<file path="config.mk">
export PLATFORM = sky130hd
export DESIGN_NAME = fetch_sequencer
export DESIGN_NICKNAME = d
export VERILOG_FILES = /design/src/rtl/fetch_sequencer_pkg.sv /design/src/rtl/fetch_sequencer.sv
export SDC_FILE = /design/constraint.sdc
export NUM_CORES = 1
export LEC_CHECK = 0
export ABC_CLOCK_PERIOD_IN_PS = 1900
export BUFFER_PORTS_ARGS = -buffer_cell sky130_fd_sc_hd__buf_2
export CORE_MARGIN = 4
export CORE_UTILIZATION = 51
export DETAILED_ROUTE_END_ITERATION = 10
export PLACE_DENSITY_LB_ADDON = 0.05
export SLEW_MARGIN = 20
export SYNTH_ARGS = -nofsm -noshare
export SYNTH_HDL_FRONTEND = slang
export SYNTH_SLANG_ARGS = --single-unit
</file>
<file path="constraint.sdc">
create_clock -name clock -period 1.9 [get_ports clock]
set_clock_uncertainty 0.15 [all_clocks]
set_input_delay 0.19 -clock clock [delete_from_list [all_inputs] [get_ports clock]]
set_output_delay 0.19 -clock clock [all_outputs]
set_load 0.02 [all_outputs]
</file>
<file path="src/rtl/fetch_sequencer_pkg.sv">
// Shared types for the instruction-fetch sequencer: state encoding, timeout
// default and the datapath strobe bundle decoded from state.
package fetch_sequencer_pkg;

    localparam int MEM_TIMEOUT_DEFAULT = 8;
    localparam int WAIT_CNT_W          = 4;
    localparam int FETCH_CNT_W         = 16;

    typedef enum logic [2:0] {
        ST_IDLE     = 3'd0,
        ST_T0       = 3'd1,
        ST_T1       = 3'd2,
        ST_MEM_WAIT = 3'd3,
        ST_T2       = 3'd4,
        ST_FAULT    = 3'd5
    } state_t;

    // Moore strobes only; mdr_in depends on mem_ready and is handled in the top.
    typedef struct packed {
        logic pc_out;
        logic mar_in;
        logic inc_pc;
        logic z_in;
        logic zlow_out;
        logic pc_in;
        logic mem_read;
        logic mdr_sel;
        logic mdr_out;
        logic ir_in;
    } strobes_t;

    function automatic strobes_t decode_strobes(input state_t st);
        strobes_t s;
        s = '0;
        case (st)
            ST_T0: begin
                s.pc_out = 1'b1;
                s.mar_in = 1'b1;
                s.inc_pc = 1'b1;
                s.z_in   = 1'b1;
            end
            ST_T1: begin
                s.zlow_out = 1'b1;
                s.pc_in    = 1'b1;
            end
            ST_MEM_WAIT: begin
                s.mem_read = 1'b1;
                s.mdr_sel  = 1'b1;
            end
            ST_T2: begin
                s.mdr_out = 1'b1;
                s.ir_in   = 1'b1;
            end
            default: s = '0;
        endcase
        return s;
    endfunction

endpackage

</file>
<file path="src/rtl/fetch_sequencer.sv">
// Instruction-fetch control sequencer: drives T0/T1/MEM_WAIT/T2 datapath
// strobes, bounds the memory wait with a timeout, and counts completed fetches.
//
//  state    | meaning
//  ---------+-----------------------------------------------------------
//  IDLE     | no strobes, waiting for start
//  T0       | PC onto bus, load MAR, increment PC into Z
//  T1       | Z low onto bus, load PC
//  MEM_WAIT | memory read in progress, MDR loads when mem_ready
//  T2       | MDR onto bus, load IR, done pulse, count the fetch
//  FAULT    | memory never answered; held until ack_fault
module fetch_sequencer
    import fetch_sequencer_pkg::*;
#(
    parameter int MEM_TIMEOUT = MEM_TIMEOUT_DEFAULT
) (
    input  logic                   clock,
    input  logic                   clear_n,
    input  logic                   start,
    input  logic                   mem_ready,
    input  logic                   ack_fault,
    output logic                   pc_out,
    output logic                   mar_in,
    output logic                   inc_pc,
    output logic                   z_in,
    output logic                   zlow_out,
    output logic                   pc_in,
    output logic                   mem_read,
    output logic                   mdr_sel,
    output logic                   mdr_in,
    output logic                   mdr_out,
    output logic                   ir_in,
    output logic                   busy,
    output logic                   done,
    output logic                   fault,
    output logic [FETCH_CNT_W-1:0] fetch_count
);

    localparam logic [WAIT_CNT_W-1:0] WAIT_LIMIT = WAIT_CNT_W'(MEM_TIMEOUT);

    state_t                  state_q, state_d;
    logic [WAIT_CNT_W-1:0]   wait_q, wait_d, wait_inc;
    logic [FETCH_CNT_W-1:0]  fetch_cnt_q, fetch_cnt_d;
    strobes_t                strb;

    always_ff @(posedge clock or negedge clear_n) begin
        if (!clear_n) begin
            state_q     <= ST_IDLE;
            wait_q      <= '0;
            fetch_cnt_q <= '0;
        end else begin
            state_q     <= state_d;
            wait_q      <= wait_d;
            fetch_cnt_q <= fetch_cnt_d;
        end
    end

    always_comb begin
        state_d     = state_q;
        wait_d      = wait_q;
        fetch_cnt_d = fetch_cnt_q;
        wait_inc    = wait_q + 4'd1;
        case (state_q)
            ST_IDLE: begin
                if (start) state_d = ST_T0;
            end
            ST_T0: state_d = ST_T1;
            ST_T1: begin
                state_d = ST_MEM_WAIT;
                wait_d  = '0;
            end
            ST_MEM_WAIT: begin
                // Ready is checked first so a late answer on the last allowed
                // cycle still completes the fetch instead of faulting.
                if (mem_ready) begin
                    state_d = ST_T2;
                end else begin
                    wait_d = wait_inc;
                    if (wait_inc == WAIT_LIMIT) state_d = ST_FAULT;
                end
            end
            ST_T2: begin
                state_d     = ST_IDLE;
                fetch_cnt_d = fetch_cnt_q + 16'd1;
            end
            ST_FAULT: begin
                if (ack_fault) state_d = ST_IDLE;
            end
            default: state_d = ST_IDLE;
        endcase
    end

    always_comb begin
        strb = decode_strobes(state_q);
    end

    assign pc_out      = strb.pc_out;
    assign mar_in      = strb.mar_in;
    assign inc_pc      = strb.inc_pc;
    assign z_in        = strb.z_in;
    assign zlow_out    = strb.zlow_out;
    assign pc_in       = strb.pc_in;
    assign mem_read    = strb.mem_read;
    assign mdr_sel     = strb.mdr_sel;
    assign mdr_in      = (state_q == ST_MEM_WAIT) && mem_ready;
    assign mdr_out     = strb.mdr_out;
    assign ir_in       = strb.ir_in;
    assign done        = strb.ir_in;
    assign busy        = (state_q != ST_IDLE) && (state_q != ST_FAULT);
    assign fault       = (state_q == ST_FAULT);
    assign fetch_count = fetch_cnt_q;

endmodule

</file>
==> flow_metrics.tcl <==
set metrics [dict create \
    tritoncts "done" \
    fp.dieW_um 57.1 \
    gp_congestion 0.703 \
    syn_area_um2 1230 \
    min_path_type "in2reg" \
    report.final.slew_viol_count 0 \
    final_common_cell "buf_2" \
    wire_per_inst_um 12.5 \
    cp.arrival_ps 1430 \
    cts_setup_buffers 0 \
    cts.sinks 23 \
    final_util_pct 62.9 \
    hold_viol_final 0 \
    multi_input_area_um2 567 \
    htreeDepth 1 \
    final.setup.tns_ps 0 \
    area_delta_synth_final_pct 15.4 \
    crit_fanout 10 \
    crit_chain "nor3b_4 -> buf_4 -> buf_2" \
    power.leakage_nw 0.735 \
    rsz0062_at_grt "false" \
    vias_per_cell 4.96 \
    hold-worst-slack_ps 93.7 \
    cts_root_buf "clkbuf_4" \
    path_clk_slew_ps 130 \
    ys_types 32 \
    core_region_area_um2 2250 \
    routed-via-count 843 \
    slowest_delay_ps 530 \
    dp_hpwl_mm 1.57 \
    ioPinCount 35 \
    initial_core_util_pct 54.6 \
    status "complete, no violations" \
    die_y_um 57.1 \
    wl_mm 2.12 \
    first_pass_iters 4 \
    power_density_nw_per_um2 1130 \
    dp_slack_ps 190 \
    ys_warn_count 0 \
    grt_pass1_vias 834 \
    fmax_mhz 565 \
    clockBufferDepth 2 \
    synth_fp_nets 118 \
    worst_slack_ps 130 \
    grt_usage_pct 14.2 \
    mostFrequentLayoutCells "buf_2 (34), dfrtp_1 (21), xnor2_1 (14)" \
    path_class "reg2out" \
    required_ps 1560 \
    end_kind "output pin" \
    antenna_found_initial 0 \
    synth.avg_cell_area_um2 11.1 \
    regArea_um2 578 \
    fillers 214 \
    diodes 0 \
    period_minus_slack_ps 1770 \
    relSlewSlack_pct 65.2 \
    drive_gt1_share_pct 35.9 \
    io_buffers 34 \
    synth_cells 111 \
    antenna_left 0 \
    drc 0 \
    cts_made_buffers 3 \
    tightest_slew_ps 523 \
    overflow 0 \
    die-area_um2 3260 \
    cap_violations 0 \
    synth_seq_cells 23 \
    grt_pass1_wl_mm 3.69 \
    clk-insertion-delay-late_ps 310 \
    startpoint_type "flop" \
    rows 17 \
    dr.first_iter.drc_count 12 \
    peakVddDrop_v 0.00108 \
    min_period_over_period_pct 93.2 \
    finalNetCount 150 \
    cpMaxStageDelayCell "dfrtp_1" \
    grt_max_degree 24 \
    yosysSeqAreaShare_pct 46.8 \
    setup_viol 0 \
]
==> per-stage QoR <==
step | area, um2 | power [mW] | std cells
after floorplan | 1230 | 1.30 | 111
after detailed placement | 1370 | 1.38 | 164
final | 1420 | 1.60 | 170
after global routing | 1420 | 1.72 | 170
after CTS | 1410 | 1.61 | 170
after global placement | 1370 | 1.36 | 164
==> Yosys cell counts (all sizes together) <==
cell type | instances | area share [%]
dfrtp | 23 | 47
xnor2 | 14 | 10
nand2 | 11 | 3.4
buf | 10 | 6.7
nor2 | 9 | 3.0
nand4 | 5 | 3.6
inv | 4 | 1.2
nand3 | 4 | 1.6
xor2 | 4 | 2.8
nor3b | 3 | 2.7
a22o | 2 | 1.4
and3 | 2 | 1.4
ha | 2 | 2.0
mux2 | 2 | 1.8
nand2b | 2 | 1.0
nand3b | 2 | 1.2
o21ai | 2 | 0.81
a21oi | 1 | 0.41
a31oi | 1 | 0.51
mux2i | 1 | 0.81
nand4bb | 1 | 2.2
nor2b | 1 | 0.51
nor3 | 1 | 0.41
nor4 | 1 | 1.7
o21bai | 1 | 0.61
o22ai | 1 | 0.51
o2bb2ai | 1 | 0.71
==> cell type report <==
type | instances | area share [%]
Tap cell | 28 | 2.47
Timing Repair Buffer | 37 | 13.9
Sequential cell | 23 | 40.7
Inverter | 4 | 1.06
Clock buffer | 4 | 1.85
Multi-Input combinational cell | 74 | 39.9
==> sequential cells by signal, indices dropped and copies added, names as in the netlist <==
register     count
state_q          3
wait_q           4
fetch_count     16
==> routing by layer <==
layer	vias to the layer above	GRT usage, %	wire length, um
met5	-	0	0
met3	2	2.94	135
met2	23	23.7	980
li1	432	-	-
met1	386	17.9	997
met4	0	5.96	10
==> final timing paths <==
kind	startpoint	to	slack [ps]	cells past startpoint
setup / recovery	state_q[0]$_DFFE_PN0P_	mdr_out	130	3
hold / removal	mem_ready	wait_q[1]$_DFFE_PN0P_	90	4
setup reg to reg	state_q[0]$_DFFE_PN0P_	fetch_count[14]$_DFFE_PN0P_	210	4
hold reg to reg	fetch_count[15]$_DFFE_PN0P_	fetch_count[15]$_DFFE_PN0P_	330	1
max in group asynchronous	clear_n	state_q[2]$_DFFE_PN0P_	1000	2
min in group asynchronous	clear_n	fetch_count[13]$_DFFE_PN0P_	230	2
==> repair_timing <==
action,4_1_cts,5_1_grt
hold buffers,2,0
endpoints found under the hold margin,25,0
setup endpoints to repair,0,9
resized for setup,0,3
==> logic make-up (layout without fill, tap and decap cells) <==
group | Yosys count | count (layout) | share of synthesized area, %
multiplexers | 3 | 3 | 2.64
XOR/XNOR | 18 | 18 | 12.8
flip-flops | 23 | 23 | 46.8
buffers and inverters | 14 | 45 | 7.93
adder cells (fa/ha/maj) | 2 | 2 | 2.03
AO/OA/AOI/OAI | 9 | 9 | 4.99
AND/OR/NAND/NOR | 42 | 42 | 22.8
==> critical path: cells and delay by family (launching register included) <==
family / cells / cell delay (ps)
buffers and inverters: 2 / 340
flip-flops: 1 / 530
AND/OR/NAND/NOR: 1 / 250
==> power by group <==
group          switching [mW]  total (mW)  internal [mW]
Combinational           0.380       0.661          0.280
Clock                   0.146       0.228         0.0819
Sequential              0.145       0.711          0.566
Total                   0.672        1.60          0.928
No activity file was read; power rests on OpenSTA's default activity.
